### src/rtl/sub_serial_pkg.sv
// Shared constants for the bit-serial subtractor: state encodings, state width, default width.
// No logic; imported by the subtractor and its full-subtractor cell.
// Not applicable (package only).
package sub_serial_pkg;

    localparam int STATE_W       = 3;
    localparam int DEFAULT_WIDTH = 8;

    typedef enum logic [STATE_W-1:0] {
        IDLE = 3'd0,
        SUB  = 3'd1,
        DONE = 3'd2
    } state_e;

endpackage

### src/rtl/sub_serial_fs_bit.sv
// One-bit full subtractor: d = x - y - bin, bout set when the column needs a borrow.
// Purely combinational, zero latency.
// No handshake; evaluated every cycle by the parent.
module fs_bit (
    input  logic x,
    input  logic y,
    input  logic bin,
    output logic d,
    output logic bout
);

    assign d    = x ^ y ^ bin;
    assign bout = (~x & y) | (~x & bin) | (y & bin);

endmodule

### src/rtl/sub_serial.sv
// Bit-serial a - b mod 2^WIDTH, LSB first; SUB_SERIAL_BORROW_EN adds the borrow_out port.
// Latency: WIDTH shift cycles after the start edge, then done holds until en acknowledges it.
// en starts in IDLE and acknowledges in DONE; it is ignored while shifting.
module sub_serial
    import sub_serial_pkg::*;
#(
    parameter int WIDTH = DEFAULT_WIDTH
) (
    input  logic             clk,
    input  logic             rst,
    input  logic             en,
    input  logic [WIDTH-1:0] a,
    input  logic [WIDTH-1:0] b,
    output logic [WIDTH-1:0] out,
    output logic             done
`ifdef SUB_SERIAL_BORROW_EN
    ,
    output logic             borrow_out
`endif
);

    localparam int            CW   = $clog2(WIDTH);
    localparam logic [CW-1:0] LAST = CW'(WIDTH - 1);

    state_e           state_q;
    logic [WIDTH-1:0] a_q;
    logic [WIDTH-1:0] b_q;
    logic [WIDTH-1:0] out_q;
    logic [WIDTH-1:0] out_d;
    logic [CW-1:0]    count_q;
    logic [CW-1:0]    count_d;
    logic             borrow_q;
    logic             diff;
    logic             borrow_d;

    fs_bit u_fs_bit (
        .x    (a_q[0]),
        .y    (b_q[0]),
        .bin  (borrow_q),
        .d    (diff),
        .bout (borrow_d)
    );

    // The new difference bit enters at the MSB so the LSB ends up at bit 0 after WIDTH shifts.
    assign out_d   = {diff, out_q[WIDTH-1:1]};
    assign count_d = count_q + 1'b1;

    always_ff @(posedge clk) begin
        if (rst) begin
            state_q  <= IDLE;
            a_q      <= '0;
            b_q      <= '0;
            out_q    <= '0;
            count_q  <= '0;
            borrow_q <= 1'b0;
        end else begin
            case (state_q)
                IDLE: begin
                    if (en) begin
                        a_q      <= a;
                        b_q      <= b;
                        borrow_q <= 1'b0;
                        count_q  <= '0;
                        out_q    <= '0;
                        state_q  <= SUB;
                    end
                end
                SUB: begin
                    out_q    <= out_d;
                    borrow_q <= borrow_d;
                    a_q      <= a_q >> 1;
                    b_q      <= b_q >> 1;
                    count_q  <= count_d;
                    if (count_q == LAST) begin
                        state_q <= DONE;
                    end
                end
                DONE: begin
                    if (en) begin
                        state_q <= IDLE;
                    end
                end
                default: begin
                    state_q <= IDLE;
                end
            endcase
        end
    end

    assign out  = out_q;
    assign done = (state_q == DONE);

`ifdef SUB_SERIAL_BORROW_EN
    assign borrow_out = (state_q == DONE) & borrow_q;
`endif

endmodule

### config.mk
export PLATFORM = sky130hd
export DESIGN_NAME = sub_serial
export DESIGN_NICKNAME = d
export VERILOG_FILES = /design/src/rtl/sub_serial_pkg.sv /design/src/rtl/sub_serial_fs_bit.sv /design/src/rtl/sub_serial.sv
export SDC_FILE = /design/constraint.sdc
export NUM_CORES = 1
export LEC_CHECK = 0
export CORE_MARGIN = 10
export CORE_UTILIZATION = 40
export DETAILED_ROUTE_END_ITERATION = 10
export MAX_ROUTING_LAYER = met4
export PLACE_DENSITY_LB_ADDON = 0.08
export RECOVER_POWER = 50
export SLEW_MARGIN = 20
export SYNTH_ARGS = -nofsm -noshare
export SYNTH_HDL_FRONTEND = slang
export SYNTH_SLANG_ARGS = --single-unit
### constraint.sdc
create_clock -name clk -period 1.6 [get_ports clk]
set_clock_uncertainty 0.05 [all_clocks]
set_input_delay 0.16 -clock clk [delete_from_list [all_inputs] [get_ports clk]]
set_output_delay 0.16 -clock clk [all_outputs]
set_load 0.01 [all_outputs]
Yosys cells after proc, flatten, opt, wreduce, memory -nomap -nowiden. Index checks and enable logic that the tools add are counted.

Register bits: 31. Input port bits: 19. Output and inout bits: 9. Word-level logic and storage cells: 38.

$add $sub $neg: 1. Eq/ne operators: 6. Mux-type cells: 13. Bitwise operators: 8. Reductions and logical operators: 4.

Operator list (count): 8-bit one-hot mux with 2 select lines (3); 8-bit 2-to-1 mux (3); 3-bit 2-to-1 mux (3); 3-bit one-hot mux with 3 select lines (1); 2-bit inequality test, second input constant (3); 3-bit one-hot mux with 2 select lines (1); 3-bit by 1-bit adder with 3-bit output, second input constant (1); 1-bit AND (3); 3-bit by 1-bit equality test with 1-bit output, second input constant (1); 3-bit by 2-bit equality test with 1-bit output, second input constant (1); 3-bit equality test, second input constant (1); 3-bit zero test (1); 3-bit AND reduction (1); 1-bit OR (2); 1-bit one-hot mux with 2 select lines (1); 2-bit AND reduction (1); 2-bit nonzero test (1); 1-bit bitwise XOR (2); 1-bit 2-to-1 mux (1); 1-bit inverter (1).

Depth between registers and ports, before layout.
Depth after elaboration: 5. Depth in mapped cells: 6. Gate-level depth less buffers: 5.

Hierarchy. Synthesis repeated with hierarchy kept, for this count alone.

Cell total of the unflattened synthesis: 133. Area total of the unflattened synthesis: 1301.2 sq um.

Modules (own cells, without submodules): sub_serial (instances 1, cells each 130, area each 1273.7 sq um, sequential area each 600.6 sq um); fs_bit (instances 1, cells each 3, area each 27.5 sq um, sequential area each 0.0 sq um).

Worst setup path after synthesis. OpenSTA, ideal clock, no wires.

Path type: reg2reg. Start point: register borrow_q. End point: register out_q[7], in the netlist out[7]. Library setup time: 0.128 ns. Arrival time: 1.042 ns. Data required time: 1.422 ns. Path slack: 0.381 ns. Stages on the path, launching flop included: 5. Path buffers: 0. Clock period less this slack: 1.219 ns. Path through: dfxtp_1 fa_1 inv_1 a22oi_1 nor2_1.

Word-level cells in the longest chain between the ends: 2.

Ends and longest elaborated chain: start: declaration (line sub_serial.sv:32) `logic borrow_q;`; start signal: assignment (line sub_serial.sv:70) `borrow_q <= borrow_d;`; 1-bit bitwise XOR (line sub_serial_fs_bit.sv:12) `assign d = x ^ y ^ bin;`; 8-bit one-hot mux with 2 select lines (line sub_serial.sv:57) `case (state_q)`; end signal: assignment (line sub_serial.sv:69) `out_q <= out_d;`; end: declaration (line sub_serial.sv:28) `logic [WIDTH-1:0] out_q;`.

Every way passes these cells. A chain may end at the register's enable or synchronous reset.

Worst setup path in the final report.
Start point: register out_q[7], in the netlist out[7]. End point: output out[7].

RTL lines: end: declaration (line sub_serial.sv:14) `output logic [WIDTH-1:0] out,`.

No word-level cell between the ends.

==> flow_metrics.tcl <==
set metrics [dict create \
    outcome "completed" \
    finalHoldViolations 0 \
    finalSetupViolCount 0 \
    routedWlPerCell_um 12.76 \
    synthesis.area_per_instance_um2 10.37 \
    cts_root_buf "sky130_fd_sc_hd__clkbuf_4" \
    worst-r2r-setup-slack_ps 250 \
    die_w_um 77.61 \
    period_needed_ps 1472 \
    design.final.nets 176 \
    clk_pin_slew_worst_paths_ps 100 \
    vias 1004 \
    diodes 0 \
    reg2reg_from "state_q[0]$_SDFFE_PP0P_" \
    timing_worst_slew_pin_value_ps 495.2 \
    post-place-ws_ps -113.1 \
    holdPathStages 3 \
    power.ir.vdd_worst_uv 530.7 \
    drt_pre_antenna_iters 4 \
    floorplan.die_area_um2 6023 \
    initial_antenna_violation_count 0 \
    drtAntennaViolNets 0 \
    finalWorstSetupSlack_ps 127.9 \
    cts_max_level 2 \
    final.setup.tns_ps 0 \
    timing.hold.worst_endpoint "b_q[7]$_SDFFE_PP0P_" \
    clock_sink_count 30 \
    overflow 0 \
    viasPerCell 5.045 \
    worstSkewPairLatency_ps 330 \
    worst_hold_path_class "input port to register" \
    total_wirelength_of_the_detailed_routed_design_um 2540 \
    ys_ff_latch 30 \
    ys_types 20 \
    critical_path.endpoint_type "output pin" \
    multi_input_comb_area_um2 620.6 \
    placement_rows 20 \
    synth_top_area_share_pct 45.24 \
    clk_path_buf_depth 2 \
    synth_top_area_cell "sky130_fd_sc_hd__dfxtp_1" \
    rsz0062_at_grt "false" \
    cp_top_family "buffers and inverters" \
    pin_count 28 \
    syn-num-nets 150 \
    final_clock_period_utilization_by_the_worst_path_pct 92.01 \
    dr.first_iter.drc_count 42 \
    post_cts_buffers 0 \
    place_congestion 0.6826 \
    ys_seq_area_share_pct 45.24 \
    cts_buffers 5 \
    ys_warn_count 0 \
    critical_path_cell_by_cell "clkdlybuf4s50_1" \
    initial_utilization_pct 42.78 \
    area_after_dpl_um2 1592 \
    critical_path.max_fanout 3 \
    std_cell_core_area_um2 3103 \
    flow.area_growth_from_synthesis_pct 24.98 \
    filler_cell_count 311 \
    grt_pass1_wl_um 4312 \
    layout-drive-gt1-share_pct 12.90 \
    reg2regPathDepth 3 \
    worstHoldStart "b[7]" \
    netlist_top_cells_area "sky130_fd_sc_hd__dfxtp_1 (45%), sky130_fd_sc_hd__mux2i_1 (12%), sky130_fd_sc_hd__nor2_1 (7.9%)" \
    route.detailed.drc 0 \
    kind_of_start_point_of_the_critical_path "register" \
    tritoncts_clock_tree "yes" \
    critical_path.reg2reg.endpoint "b_q[1]$_SDFFE_PP0P_" \
    timing_worst_setup_path_type "register to output pin" \
    timing.final.max_slew_violations 0 \
    grt_usage_pct 8.935 \
    cpMaxStageDelayCell "sky130_fd_sc_hd__clkdlybuf4s50_1" \
    drv_cap 0 \
    critical_path.n_buffers_inverters 1 \
    cp.required_ps 1390 \
    seq_cell_area_um2 604.3 \
    via_count_of_the_first_global_routing_pass 971 \
    postLayoutCellArea_um2 1659 \
    worst_slew_margin_rel_pct 66.96 \
    port_buffers 27 \
    critical_path_arrival_ps 1260 \
    pin_count_of_the_biggest_net_entering_global_routing 31 \
    synth.cell_area_um2 1328 \
    power.density_cell_area_nw_per_um2 903.9 \
    detailedPlacementHpwl_um 1787 \
    die_height_um 77.61 \
    power.total_uw 1500 \
    syn-instance-count 128 \
    timing.critical_path.slowest_cell_delay_ps 560 \
    maximum_clock_frequency_ghz 0.6793 \
    leakage_uw 0.0006369 \
]
[sequential cells by signal (all words and copies together) (netlist names)]
signal	cells
b_q	8
count_q	3
out	8
borrow_q	1
a_q	8
state_q	2
[metal layers]
layer  part of all wire [%]  GRT usage [%]
met1                     45          9.748
met2                     49          13.68
met3                    5.2          4.147
met4                   0.83          3.832
met5                      0              -
[how the worst max path moves through the flow]
stage | from | end | slack [ps] | depth (start not counted)
after floorplan | borrow_q$_SDFFE_PP0P_ | out[7]$_SDFFE_PP0P_ | 380 | 4
after global placement | en | out[6]$_SDFFE_PP0P_ | -70 | 4
after detailed placement | en | out[5]$_SDFFE_PP0P_ | -110 | 4
after CTS | state_q[0]$_SDFFE_PP0P_ | count_q[1]$_SDFFE_PP0P_ | 30 | 3
after global routing | out[3]$_SDFFE_PP0P_ | out[3] | 70 | 1
final | out[7]$_SDFFE_PP0P_ | out[7] | 130 | 1
[area by class of cell]
type                    count  area share [%]
clock buffers               6           3.092
clock inverters             2          0.7541
inverters                   3          0.6787
multi-input cells          84           37.41
flip-flops and latches     30           36.43
well taps                  44           3.318
repair buffers             30           18.33
[kinds of logic (layout without fill, tap and decap cells)]
| group | Yosys count | in the layout | share of synthesized area, % |
|---|---|---|---|
| simple gates | 33 | 33 | 10.93 |
| compound gates | 32 | 32 | 20.26 |
| flops | 30 | 30 | 45.24 |
| mux | 16 | 16 | 12.06 |
| buf+inv | 14 | 41 | 8.105 |
| fa+ha+maj | 3 | 3 | 3.393 |
[power breakdown]
group / internal, uW / switching (uW) / total [uW]
sequential: 786 / 24.9 / 811
clock: 211 / 264 / 475
combinational: 114 / 99.2 / 213
[synthesized netlist by cell type (all sizes together)]
| cell | count |
|---|---|
| mux2i | 16 |
| ha | 2 |
| a21oi | 2 |
| nand4bb | 2 |
| o21ai | 2 |
| buf | 8 |
| nor2 | 28 |
| o21ba | 1 |
| dfxtp | 30 |
| nor3 | 1 |
| a211oi | 14 |
| fa | 1 |
| clkbuf | 3 |
| o21bai | 1 |
| a22oi | 12 |
| nor2b | 2 |
| inv | 3 |
[placed cells by master, fill, tap and decap left out]
master                            count
sky130_fd_sc_hd__a211oi_1             9
sky130_fd_sc_hd__a211oi_2             5
sky130_fd_sc_hd__a21oi_1              2
sky130_fd_sc_hd__a22oi_1             12
sky130_fd_sc_hd__buf_12               1
sky130_fd_sc_hd__buf_4                2
sky130_fd_sc_hd__clkbuf_4             5
sky130_fd_sc_hd__clkbuf_8             1
sky130_fd_sc_hd__clkdlybuf4s50_1     26
sky130_fd_sc_hd__clkinv_2             1
sky130_fd_sc_hd__clkinvlp_4           1
sky130_fd_sc_hd__dfxtp_1             29
sky130_fd_sc_hd__dfxtp_4              1
sky130_fd_sc_hd__dlygate4sd2_1        1
sky130_fd_sc_hd__fa_1                 1
sky130_fd_sc_hd__ha_1                 2
sky130_fd_sc_hd__inv_1                3
sky130_fd_sc_hd__mux2i_1             16
sky130_fd_sc_hd__nand4bb_1            2
sky130_fd_sc_hd__nor2_1              28
sky130_fd_sc_hd__nor2b_1              1
sky130_fd_sc_hd__nor2b_2              1
sky130_fd_sc_hd__nor3_1               1
sky130_fd_sc_hd__o21ai_0              2
sky130_fd_sc_hd__o21ba_4              1
sky130_fd_sc_hd__o21bai_2             1
[per-stage QoR]
step	hold WS, ps	util [%]	instances
5_1_grt	374.3	53.47	199
4_1_cts	365.9	53.43	199
2_1_floorplan	283.3	-	128
3_3_place_gp	420.0	51.29	191
6_report	379.3	53.47	199
3_5_place_dp	420.4	51.29	191
[repair_timing]
| action | 4_1_cts | 5_1_grt |
|---|---|---|
| gates resized for setup | 3 | 2 |
| hold buffers | 0 | 0 |
| setup endpoints to repair | 1 | 13 |
Note: power is estimated with default switching activity, not from simulation.
==> RTL edit, RTL diff (config.mk and constraints unchanged) <==
Put one more register stage on the output `out`. The value now appears one clock later. The other outputs are not delayed to match.
--- a/src/rtl/sub_serial.sv
+++ b/src/rtl/sub_serial.sv
@@ -89,3 +89,5 @@
 
-    assign out  = out_q;
+    always_ff @(posedge clk) begin
+        out <= out_q;
+    end
     assign done = (state_q == DONE);
Formal check against the unedited RTL: not equivalent (Yosys sat finds a counterexample within 4 cycles, from zero or initial values and one cycle with rst high).
==> RTL edit against the original RTL <==
Design area rose by 15%; hold slack got worse by 73 ps; setup slack improved by 110 ps; sequential cell count rose by 8; total power rose by 29%; global-route usage rose by 0.47 points; largest power group unchanged; synthesized area rose by 16%; highest routed layer unchanged; routed wire length rose by 9.4%.
==> RTL edit: results (changes against the original RTL) <==
[critical_path]
r2r_slack_ps = 280  ; +30 ps
reg2reg_to = b_q[6]$_SDFFE_PP0P_
crit_slowest_cell = dfxtp_1
path_max_fanout = 6  ; +3
worstPathArrival_ps = 1150  ; -110 ps
max_stage_delay_ps = 330  ; -230 ps

[worst_hold_path]
hold_path_end = out[0]$_DFF_P_
hold_class = register to register
hp-start = out_q[0]$_SDFFE_PP0P_

[synthesis]
ys_seq_area_share_pct = 49.6  ; +4.3 points
syn_nets = 156  ; +4.0%
ys_top_cells_by_count = dfxtp_1 (38), nor2_1 (24), mux2i_1 (16)
ys_top_cells_by_area = dfxtp_1 (50%), a211oi_2 (11%), mux2i_1 (10%), a22oi_1 (6.8%), nor2_1 (5.9%)

[power_and_ir_drop]
p_leak_uw = 0.000740  ; +16%
ir_drop_mv = 0.575  ; +8.4%
internal_power_uw = 1460  ; +32%
pwr-share-clk_pct = 34.9  ; +3.2 points

[place]
dpl.hpwl_mm = 1.89  ; +6.0%
place_area_sq_mm = 0.00184  ; +15%

[layout]
nNetsFinal = 186  ; +5.7%
drive_above_1_share_pct = 19.4  ; +6.5 points
fill_cells = 361  ; +16%

[status]
outcome = completed

[detailed_routing]
viasPerCell = 4.83  ; -4.2%
wl_per_cell_um = 13.0  ; +2.2%

[global_routing]
grt_pass1_vias = 999  ; +2.9%
track_usage_pct = 9.41  ; +0.47 points
grt_first_pass_wirelength_mm = 4.71  ; +9.1%

[cts]
clkTransAtPathRegs_ps = 70  ; -30 ps
clk_latency_ps = 290  ; -40 ps
cts_resized = 1  ; -2

==> RTL edit: layer usage <==
layer	up-vias	track usage [%]	share of wire (%)	wire, um
met5	-	-	0	0
met4	0	5.10	2.1	59
met3	7	4.15	6.7	187
met2	22	13.1	43	1180
met1	470	11.1	48	1350
li1	530	-	-	-
==> RTL edit: cells by family (layout without fill, tap and decap cells) <==
family,count (synthesis),count (layout),share of synthesized area [%]
AOI/OAI and AO/OA,30,30,19.8
adders and majority gates,3,3,2.93
buffers and inverters,13,44,7.17
DFF,38,38,49.6
muxes,16,16,10.4
and+or+nand+nor,34,34,10.1
==> RTL edit: worst max-delay path by stage <==
stage	startpoint	endpoint	slack (ps)	depth (start not counted)
finish	state_q[0]$_SDFFE_PP0P_	done	240	3
global route	state_q[0]$_SDFFE_PP0P_	done	170	3
CTS	state_q[0]$_SDFFE_PP0P_	count_q[2]$_SDFFE_PP0P_	20	3
detailed placement	en	count_q[2]$_SDFFE_PP0P_	-240	4
global placement	en	out_q[7]$_SDFFE_PP0P_	-220	4
floorplan	borrow_q$_SDFFE_PP0P_	out_q[7]$_SDFFE_PP0P_	380	4
==> RTL edit: cell type report <==
type                    count  share of cell area (%)
clock inverters             2                   0.654
clock buffers               6                    4.32
flip-flops and latches     38                    39.8
repair buffers             33                    17.7
multi-input cells          83                    33.8
well taps                  48                    3.14
inverters                   3                   0.589
==> RTL edit: metrics by stage <==
step	total power [uW]	setup TNS (ps)	utilization [%]	hold WS, ps	instances
2_1_floorplan	1220	0	-	258	134
3_3_place_gp	1280	-2860	49.8	290	205
3_5_place_dp	1290	-2940	49.8	295	205
4_1_cts	1980	0	52.3	309	213
5_1_grt	2030	0	51.8	317	213
6_report	1930	0	51.8	307	213
